===== src/rtl/jacobi_sweep_controller.sv =====
// Jacobi sweep controller: captures a 4x4 covariance matrix, serially scans it
// for the largest off-diagonal element, hands the rotation pivot to the CORDIC
// engine and loops until convergence or until the rotation budget is spent.
module jacobi_sweep_controller #(
  parameter int MATRIX_SIZE = 4,
  parameter int DATA_SIZE   = 8,
  parameter int MAX_ITER    = 16,
  parameter int THRESHOLD   = 1
) (
  input  logic                                          clk,
  input  logic                                          rst,
  input  logic                                          start,
  input  logic                                          matrix_valid,
  input  logic [MATRIX_SIZE*MATRIX_SIZE-1:0][DATA_SIZE-1:0] data_from_TPU,
  output logic                                          cordic_valid,
  input  logic                                          cordic_ready,
  input  logic                                          rot_done,
  output logic [1:0]                                    p,
  output logic [1:0]                                    q,
  output logic [DATA_SIZE-1:0]                          c_pq,
  output logic [DATA_SIZE-1:0]                          c_pp,
  output logic [DATA_SIZE-1:0]                          c_qq,
  output logic                                          busy,
  output logic                                          done,
  output logic                                          converged,
  output logic [7:0]                                    iter_count
);

  localparam int NELEM = MATRIX_SIZE * MATRIX_SIZE;

  typedef enum logic [2:0] {
    IDLE, WAIT_MAT, SCAN, CHECK, ISSUE, WAIT_ROT, FINISH
  } state_t;

  state_t state, next_state;

  logic [NELEM-1:0][DATA_SIZE-1:0] mat;
  logic [3:0]                      idx;
  logic [DATA_SIZE-1:0]            best;
  logic [1:0]                      bp, bq;

  // Row/column of the element under scan; index layout is row-major 4x4.
  logic [1:0]           row, col;
  logic [DATA_SIZE-1:0] elem;
  logic                 below_thr;
  logic                 budget_out;

  assign row        = idx[3:2];
  assign col        = idx[1:0];
  assign elem       = mat[idx];
  assign below_thr  = 32'(best) < 32'(THRESHOLD);
  assign budget_out = iter_count == 8'(MAX_ITER);

  // State register.
  always_ff @(posedge clk) begin
    if (rst) state <= IDLE;
    else     state <= next_state;
  end

  // Next-state logic; handshake/status outputs decode the registered state only.
  always_comb begin
    next_state   = state;
    cordic_valid = 1'b0;
    busy         = 1'b1;
    done         = 1'b0;
    unique case (state)
      IDLE: begin
        busy = 1'b0;
        if (start) next_state = WAIT_MAT;
      end
      WAIT_MAT: if (matrix_valid) next_state = SCAN;
      SCAN:     if (idx == 4'd15) next_state = CHECK;
      CHECK: begin
        if (below_thr || budget_out) next_state = FINISH;
        else                         next_state = ISSUE;
      end
      ISSUE: begin
        cordic_valid = 1'b1;
        if (cordic_ready) next_state = WAIT_ROT;
      end
      WAIT_ROT: if (rot_done) next_state = WAIT_MAT;
      FINISH: begin
        done       = 1'b1;
        next_state = IDLE;
      end
      default: next_state = IDLE;
    endcase
  end

  // Datapath: matrix capture, serial max search, pivot/result registers.
  always_ff @(posedge clk) begin
    if (rst) begin
      mat        <= '0;
      idx        <= '0;
      best       <= '0;
      bp         <= 2'd0;
      bq         <= 2'd1;
      p          <= '0;
      q          <= '0;
      c_pq       <= '0;
      c_pp       <= '0;
      c_qq       <= '0;
      converged  <= 1'b0;
      iter_count <= '0;
    end else begin
      case (state)
        IDLE: if (start) begin
          iter_count <= '0;
          converged  <= 1'b0;
        end
        WAIT_MAT: if (matrix_valid) begin
          mat  <= data_from_TPU;
          idx  <= '0;
          best <= '0;
          bp   <= 2'd0;
          bq   <= 2'd1;
        end
        SCAN: begin
          // Strict compare keeps the earliest index on ties.
          if (row != col && elem > best) begin
            best <= elem;
            bp   <= row;
            bq   <= col;
          end
          idx <= idx + 4'd1;
        end
        CHECK: begin
          p    <= bp;
          q    <= bq;
          c_pq <= best;
          c_pp <= mat[{bp, bp}];
          c_qq <= mat[{bq, bq}];
          if (below_thr) converged <= 1'b1;
        end
        ISSUE: if (cordic_ready) iter_count <= iter_count + 8'd1;
        default: ;
      endcase
    end
  end

endmodule

===== config.mk =====
export PLATFORM = sky130hd
export DESIGN_NAME = jacobi_sweep_controller
export DESIGN_NICKNAME = d
export VERILOG_FILES = /design/src/rtl/jacobi_sweep_controller.sv
export SDC_FILE = /design/constraint.sdc
export NUM_CORES = 1
export LEC_CHECK = 0
export ABC_CLOCK_PERIOD_IN_PS = 3700
export BUFFER_PORTS_ARGS = -buffer_cell sky130_fd_sc_hd__buf_2
export CAP_MARGIN = 15
export CORE_AREA = 2 2 140 128
export CTS_BUF_LIST = sky130_fd_sc_hd__clkbuf_8
export DETAILED_ROUTE_END_ITERATION = 12
export DIE_AREA = 0 0 142 130
export PLACE_DENSITY = 0.79
export SYNTH_ARGS = -nofsm -noshare
export SYNTH_HDL_FRONTEND = slang
export SYNTH_SLANG_ARGS = --single-unit

===== constraint.sdc =====
create_clock -name clk -period 3.7 [get_ports clk]
set_clock_uncertainty 0.05 [all_clocks]
set_input_delay 0.185 -clock clk [delete_from_list [all_inputs] [get_ports clk]]
set_output_delay 0.185 -clock clk [all_outputs]
set_load 0.05 [all_outputs]

==> flow_summary.ini, run 1 <==
[synthesis]
yosysWarnings = 0
synth_cells = 949
yosysSeqAreaShare = 0.4404
async_reset_ff_frac = 0
syn_avg_cell_area_um2 = 8.814
synth-main-ff-cell = dfxtp_1
netlist_area_um2 = 8364
synth_edf_count = 0
ys_ff_latch = 184
synthDistinctLibCells = 51
synth_fp_nets = 1094

[layout]
utilization = 0.6358
nets = 1352
area_delta_synth_final_pct = 30.81
final_cell_mix = nand2_1, dfxtp_1, a21oi_1
drive_gt1_frac = 0.2213
final_common_cell = nand2_1

[clock_tree]
htreeDepth = 4
clock-sinks = 184
clockBufferDepth = 2
ctsRootBufferMaster = clkbuf_8
cts_tree = built
insertion_delay_ns = 0.48
cts_setup_buffers = 0
clkTransAtPathRegs_ns = 0.10
cts_made_buffers = 17

[global_route]
grt_max_degree = 93
grt_first_pass_wirelength_um = 39860
antenna_found_initial = 1
gr-total-overflow = 0
grt_pass1_vias = 7734
grt.total_usage = 0.2824

[drt]
ant_nets = 0
wl_per_cell_um = 17.80
drt-initial-drc-count = 662
drc_errors = 0
via_per_inst = 5.537
drt_wl_total_um = 25580
drt_pass1_iterations = 6
vias = 7956

[floorplan]
die_h_um = 130
coreArea_um2 = 17210
num_io_pins = 174
start_util = 0.4860
die_area_um2 = 18460
die_w_um = 142
row_count = 46

[worst_setup_path]
cp_data_arrival_time_ns = 3.80
rr_worst_depth = 11
startpoint_type = flop
crit_required_ns = 4.07
critPathMaxFanout = 17
end_kind = flop
path_class = reg2reg

[sta]
fin_crit_sh = 0.9271
max_freq_mhz = 291.5
fin_crit_ns = 3.430
tns_ns = 0
final-hold-violation-count = 0
report.final.slew_viol_count = 0
maxSlewHeadroom = 0.3000
final-setup-viol-count = 0
grt_setup_unrepaired = false
worst_slew_pin_slew_ns = 1.049

[pwr]
power.share.switching = 0.2886
p_per_area_nw_per_um2 = 405.6
irDropWorstVdd_mv = 0.2665
power_frac_clock = 0.330
p_leak_nw = 4.221
pwr-share-comb = 0.173
switching_power_w = 0.001281
seq_power_share = 0.497
intPower_w = 0.003157

[status]
outcome = finished, final reports clean

[placement]
globalplace.congestion = 0.8567
dp_hpwl_um = 15940
port_buffers = 173

[worst_hold_path]
hp-class = in2reg
min_path_cells = 2

[flow_run]
drv_cap = 0
[registers in the layout, summed over array words and instances, names as in the netlist, 2 cells and up]
name,cells
idx,4
mat,128
c_pp,8
iter_count,8
q,2
p,2
bq,2
c_pq,8
best,8
bp,2
c_qq,8
state,3
[path summary, 6_finish.rpt]
kind	start	to	slack [ns]
worst min-delay path	rst	iter_count[0]	0.02
worst min register to register	q[0]	q[0]	0.41
worst max register to register	idx[0]	best[6]	0.27
worst max-delay path	idx[0]	best[6]	0.27
[per-stage QoR]
stage | std cells | hold slack [ns] | power (W) | instance area [um2] | worst slack, ns
6_report | 1437 | 0.02048 | 0.004438 | 10940 | 0.2698
5_1_grt | 1437 | 0.02199 | 0.004616 | 10940 | 0.06587
4_1_cts | 1436 | 0.008195 | 0.004416 | 10940 | 0.3010
3_5_place_dp | 1276 | 0.3815 | 0.002884 | 9233 | 0.3183
3_3_place_gp | 1276 | 0.3823 | 0.002869 | 9233 | 0.3954
2_1_floorplan | 949 | 0.2710 | 0.002674 | 8364 | 0.7229
[cells in the mapped netlist (3+ instances only)]
cell type	n	area share
a22o_1	6	0.0063
nand2_1	324	0.15
buf_2	12	0.0072
xor2_1	7	0.0073
nor3_1	3	0.0018
dfxtp_1	184	0.44
o21a_1	3	0.0027
clkbuf_1	42	0.019
nor4_1	3	0.0022
nand3_1	9	0.0054
nand4_1	5	0.0037
inv_1	11	0.0049
nand3b_1	6	0.0054
nor2b_4	3	0.0049
a211oi_2	4	0.0060
ha_1	11	0.016
buf_6	4	0.0054
buf_1	8	0.0036
nor2b_1	3	0.0022
o21ai_0	3	0.0018
nor2_1	25	0.011
mux4_1	15	0.047
a21oi_1	174	0.10
mux4_2	32	0.086
clkbuf_8	7	0.012
and3_1	3	0.0022
mux2i_1	12	0.014
a211oi_1	4	0.0036
[kinds of logic after synthesis]
kind of cell	synth area share
AND/OR/NAND/NOR	0.1946
multiplexers	0.1503
buffers and inverters	0.05475
XOR/XNOR	0.008377
AO/OA/AOI/OAI	0.1351
adder cells (fa/ha/maj)	0.01645
flip-flops	0.4404
[cell type report]
cell class / count / area, um2
tap: 216 / 270.3
antenna: 1 / 2.502
multi-input combinational: 679 / 4243
sequential: 184 / 3687
clock inverter: 13 / 163.9
timing repair buffer: 314 / 2272
inverter: 11 / 41.29
clock buffer: 19 / 261.5
fill: 1340 / 6267
[per-layer routing]
layer | GRT usage | vias to the layer above | wire length, um
li1 | - | 3774 | -
met2 | 0.4874 | 333 | 12790
met5 | 0 | - | 0
met4 | 0.1353 | 0 | 986
met1 | 0.3438 | 3765 | 10390
met3 | 0.05321 | 84 | 1410
[power groups by stage]
stage          Combinational [W]  Sequential [W]  Clock (W)
3_5_place_dp            0.000636         0.00225          0
3_3_place_gp            0.000625         0.00224          0
4_1_cts                 0.000740         0.00220    0.00147
6_report                0.000767         0.00221    0.00146
2_1_floorplan           0.000484         0.00219          0
5_1_grt                 0.000839         0.00222    0.00156
[worst max-delay path: stages, from the launching register on]
cell	delay, ns
dfxtp_2	0.52
buf_12	0.21
mux4_2	0.51
nor2b_4	0.14
a211oi_2	0.25
a21oi_1	0.10
ha_1	0.31
nand4_1	0.12
a31o_2	0.26
a211oi_2	0.42
and2_2	0.32
a22o_1	0.17
[repair_timing]
item | in CTS | in global routing
hold buffers | 128 | 0
endpoints found under the hold margin | 128 | 0
setup endpoints to repair | 0 | 0
gates resized for setup | 0 | 0
Note: power is estimated with default switching activity, not from simulation.
==> inputs of run 2 (changes only) <==
==> constraint.sdc (replaced) <==
create_clock -name clk -period 3.7 [get_ports clk]
set_clock_uncertainty 0.05 [all_clocks]
set_input_delay 0.37 -clock clk [delete_from_list [all_inputs] [get_ports clk]]
set_output_delay 0.37 -clock clk [all_outputs]
set_load 0.05 [all_outputs]
==> run 2 against run 1 <==
Net effect:
- worst hold slack improved by 0.052 ns
- clock power fell by 12%
- highest routed layer unchanged
- largest power group unchanged
- non-clock buffer count fell by 128
- routed wire length fell by 17%
- first-iteration DRC count fell by 35%
==> flow_summary.ini, run 2 (synthesis gave the netlist of run 1 again) <==
[layout]
nets = 1224
largest_reg_flops = 128
final_cell_mix = nand2_1, dfxtp_1, a21oi_1
drive_gt1_frac = 0.2463
area_delta_synth_final_pct = 14.60
regMostFlops = mat
utilization = 0.5570
final_common_cell = nand2_1
diodes = 0

[worst_setup_path]
cp_data_arrival_time_ns = 3.72
critPathMaxFanout = 13
crit_end = best[5]
path_class = reg2reg
reg2reg_slack_ns = 0.34
crit_path_cell_trace = mux4_1, mux2i_1, a21oi_1, ha_1, nand4_1, a31o_2, a211oi_2, and2_2, a22o_1
worst_path_largest_cell_delay_ns = 0.60
r2r-end = best[5]
crit_start = idx[1]
crit_required_ns = 4.07
rr_worst_depth = 9
startpoint_type = flop
worstReg2RegStart = idx[1]
end_kind = flop
slowest_stage = mux4_1

[placement]
dp_hpwl_um = 15910
globalplace.congestion = 0.8728
port_buffers = 173

[worst_hold_path]
hp-class = in2reg

[global_route]
antenna_found_initial = 0
grt_max_degree = 82
grt.total_usage = 0.2351
grt_pass1_vias = 6585
gr-total-overflow = 0
grt_first_pass_wirelength_um = 33350

[sta]
hold_ws_ns = 0.07253
fin_crit_ns = 3.359
worst_slew_pin_slew_ns = 1.057
tns_ns = 0
final-hold-violation-count = 0
maxSlewHeadroom = 0.2945
fin_crit_sh = 0.9079
final-setup-viol-count = 0
max_freq_mhz = 297.7
report.final.slew_viol_count = 0
grt_setup_unrepaired = false

[clock_tree]
clockBufferDepth = 2
insertion_delay_ns = 0.47
cts-resized-gates = 0
clock-sinks = 184
cts_tree = built
ctsRootBufferMaster = clkbuf_8
cts_made_buffers = 17
clkTransAtPathRegs_ns = 0.10
cts_setup_buffers = 0
htreeDepth = 4
cts_hold_buf = 0

[floorplan]
die_area_um2 = 18460
die_h_um = 130
num_io_pins = 174
start_util = 0.4860
row_count = 46
coreArea_um2 = 17210
die_w_um = 142

[status]
outcome = finished, final reports clean

[pwr]
finalPower_w = 0.004114
p_leak_nw = 3.652
irDropWorstVdd_mv = 0.2404
p_per_area_nw_per_um2 = 429.1

[drt]
drt_pass1_iterations = 4
via_per_inst = 5.474
vias = 7160
ant_nets = 0
drt_wl_total_um = 21290
drc_errors = 0
wl_per_cell_um = 16.27
drt-initial-drc-count = 431

[flow_run]
drv_cap = 0
-- run 2: cell count changes in the layout (fill, tap and decap cells not counted), moves of 2 or more --
cell,delta
bufinv_16,-3
dlygate4sd3_1,-128
inv_8,+2
clkinv_2,-2
clkinv_4,+2
-- run 2: critical path: cells and delay by family, from the launching register on --
kind | cells | cell delay (ns)
and+or+nand+nor | 2 | 0.47
muxes | 2 | 0.88
DFF | 1 | 0.58
AOI/OAI and AO/OA | 4 | 0.98
adders and majority gates | 1 | 0.35
-- run 2: through the flow --
step | instance area (um2) | std cells | setup WS (ns)
detailed placement | 9220 | 1276 | 0.2494
CTS | 9583 | 1308 | 0.2273
global route | 9585 | 1308 | 0.1564
global placement | 9220 | 1276 | 0.3214
finish | 9585 | 1308 | 0.3409
floorplan | 8364 | 949 | 0.7229
-- run 2: routing by layer --
metal / up-vias / GRT usage / part of all wire / wire, um
met4: 0 / 0.07412 / 0.019 / 404
met1: 3363 / 0.3089 / 0.44 / 9385
met5: - / 0 / 0 / 0
met2: 248 / 0.3956 / 0.48 / 10230
met3: 30 / 0.04550 / 0.059 / 1265
li1: 3519 / - / - / -
-- run 2: area by class of cell --
cell class	instances	area (um2)
Fill cell	1544	7624
Multi-Input combinational cell	679	4243
Sequential cell	184	3690
Timing Repair Buffer	186	978.4
Tap cell	216	270.3
Clock buffer	18	247.7
Clock inverter	14	115.1
Inverter	11	41.29
-- run 2: worst min path at each step --
stage	depth (start not counted)	start	end	slack, ns
finish	3	data_from_TPU[57]	mat[57]	0.07
global route	3	data_from_TPU[116]	mat[116]	0.05
CTS	3	data_from_TPU[19]	mat[19]	0.04
detailed placement	2	c_qq[7]	c_qq[7]	0.39
global placement	2	c_qq[7]	c_qq[7]	0.39
floorplan	2	mat[11]	mat[11]	0.38
-- run 2: report_power, final --
part / switching, W / total, W / internal [W]
registers: 0.000118 / 0.00221 / 0.00209
clock network: 0.000778 / 0.00128 / 0.000500
logic: 0.000363 / 0.000625 / 0.000262
total: 0.00126 / 0.00411 / 0.00285
==> inputs of run 3 (changes only) <==
ABC_CLOCK_PERIOD_IN_PS = 3000   (was 3700)
CELL_PAD_IN_SITES_DETAIL_PLACEMENT = 0   (was not set)
CELL_PAD_IN_SITES_GLOBAL_PLACEMENT = 1   (was not set)
CORE_AREA = 2 2 160 146   (was 2 2 140 128)
DIE_AREA = 0 0 162 148   (was 0 0 142 130)
PLACE_DENSITY = 0.83   (was 0.79)
clock period = 3 ns   (was 3.7 ns; I/O delays follow)
==> run 3 against run 2 <==
Net effect:
- the run now ends with negative setup slack left
- power rose by 33%
- worst hold slack got worse by 0.055 ns
- combinational power rose by 49%
- via count rose by 3.1%
- global-route usage fell by 3.5 points
- first-iteration DRC count rose by 41%
- setup slack got worse by 0.36 ns
- count of clock-buffer cells in the layout fell by 1
- highest routed layer unchanged
==> flow_summary.ini, run 3 (synthesis gave the netlist of run 1 again) <==
[pwr]
power.share.switching = 0.2959
power_frac_clock = 0.331
seq_power_share = 0.498
p_leak_nw = 3.990
p_per_area_nw_per_um2 = 520.2
irDropWorstVdd_mv = 0.2130
intPower_w = 0.003845
switching_power_w = 0.001616
pwr-share-comb = 0.171

[sta]
fin_crit_ns = 3.022
report.final.slew_viol_count = 0
fin_crit_sh = 1.007
tns_ns = -0.04996
setup_slack_ns = -0.02204
max_freq_mhz = 330.9
final-hold-violation-count = 0
final-setup-viol-count = 4
worst_slew_pin_slew_ns = 0.8251
grt_setup_unrepaired = true
maxSlewHeadroom = 0.4492

[layout]
final_cell_mix = nand2_1, dfxtp_1, buf_2
largest_reg_flops = 128
area_delta_synth_final_pct = 25.49
final_common_cell = nand2_1
drive_gt1_frac = 0.2602
final_cells = 1454
regMostFlops = mat
diodes = 0
nets = 1289

[floorplan]
die_h_um = 148
coreArea_um2 = 22250
row_count = 52
start_util = 0.3759
die_area_um2 = 23980
die_w_um = 162
num_io_pins = 174

[placement]
globalplace.congestion = 0.8685
place_inst = 1365
port_buffers = 173
dp_hpwl_um = 17500

[worst_setup_path]
path_delay_family = compound AO/OA/AOI/OAI gates
critPathMaxFanout = 6
cp_data_arrival_time_ns = 3.32
reg2reg_slack_ns = -0.02
worst_path_largest_cell_delay_ns = 0.49
crit_required_ns = 3.30
startpoint_type = flop
crit_path_cell_trace = buf_12, mux4_2, nor2b_4, a211oi_2, a21oi_2, ha_1, nand4_1, a31o_2, a211oi_4, buf_6, nand3b_1, a21oi_1
end_kind = flop
worst-path-buf-inv = 2
slowest_stage = mux4_2
path_class = reg2reg

[clock_tree]
clkTransAtPathRegs_ns = 0.10
clock-sinks = 184
clockBufferDepth = 2
htreeDepth = 4
cts_tree = built
insertion_delay_ns = 0.48
ctsRootBufferMaster = clkbuf_8
cts_made_buffers = 17

[global_route]
met3_usage = 0.03788
grt_max_degree = 72
use_met1 = 0.2658
antenna_found_initial = 0
grt_first_pass_wirelength_um = 37240
met2_usage = 0.3277
grt_busiest_layer = met2
grt.total_usage = 0.2002
grt_pass1_vias = 6998
gr-total-overflow = 0

[flow_run]
drv_cap = 0

[worst_hold_path]
hp-class = in2reg

[status]
outcome = finished with violations
violations = negative setup slack

[drt]
drc_errors = 0
drt_pass1_iterations = 5
via_per_inst = 5.078
drt-initial-drc-count = 608
drt_wl_total_um = 23970
ant_nets = 0
vias = 7383
wl_per_cell_um = 16.48
run 3: power by group through the flow:
stage	Sequential (W)	Combinational [W]	Clock [W]
final	0.00272	0.000934	0.00181
after global routing	0.00273	0.00103	0.00194
after CTS	0.00272	0.000911	0.00185
after detailed placement	0.00277	0.000823	0
after global placement	0.00277	0.000812	0
after floorplan	0.00270	0.000597	0
run 3: timing repair:
item | CTS | global route
pin swaps | 11 | 18
cloned | 1 | 0
setup buffers | 9 | 0
endpoints found under the hold margin | 46 | 1
setup endpoints to repair | 11 | 12
hold buffers | 46 | 1
resized for setup | 13 | 10
run 3: tightest hold or removal path, stage by stage:
cell and delay (ns):
buf_2 0.10, nand2_1 0.05, a21oi_1 0.05
run 3: area by class of cell:
cell class                 count  area, um2
fill                        2245      11760
multi-input combinational    679       4298
sequential                   184       3692
timing repair buffer         251       1670
tap                          297      371.6
clock buffer                  17      234.0
clock inverter                15      188.9
inverter                      11      41.29
run 3: layer usage:
| metal | up-vias | routed length [um] |
|---|---|---|
| li1 | 3652 | - |
| met1 | 3460 | 10700 |
| met2 | 234 | 11380 |
| met3 | 37 | 1307 |
| met4 | 0 | 585 |
| met5 | - | 0 |
run 3: final timing paths:
| kind | startpoint | cells after the start | to |
|---|---|---|---|
| max | idx[0] | 12 | bp[1] |
| min | data_from_TPU[100] | 3 | mat[100] |
| max reg2reg | idx[0] | 12 | bp[1] |
| min reg2reg | q[1] | 2 | q[1] |
run 3: per-stage QoR:
step	total power (W)	setup WS, ns	hold slack (ns)	util	cell area, um2
finish	0.005460	-0.02204	0.01737	0.4717	10500
global route	0.005707	-0.1245	0.004547	0.4717	10500
CTS	0.005474	-0.004553	0.0001406	0.4695	10450
detailed placement	0.003595	-0.1786	0.3946	0.4239	9432
global placement	0.003583	-0.09504	0.3907	0.4239	9432
floorplan	0.003298	0.02289	0.3815	-	8364
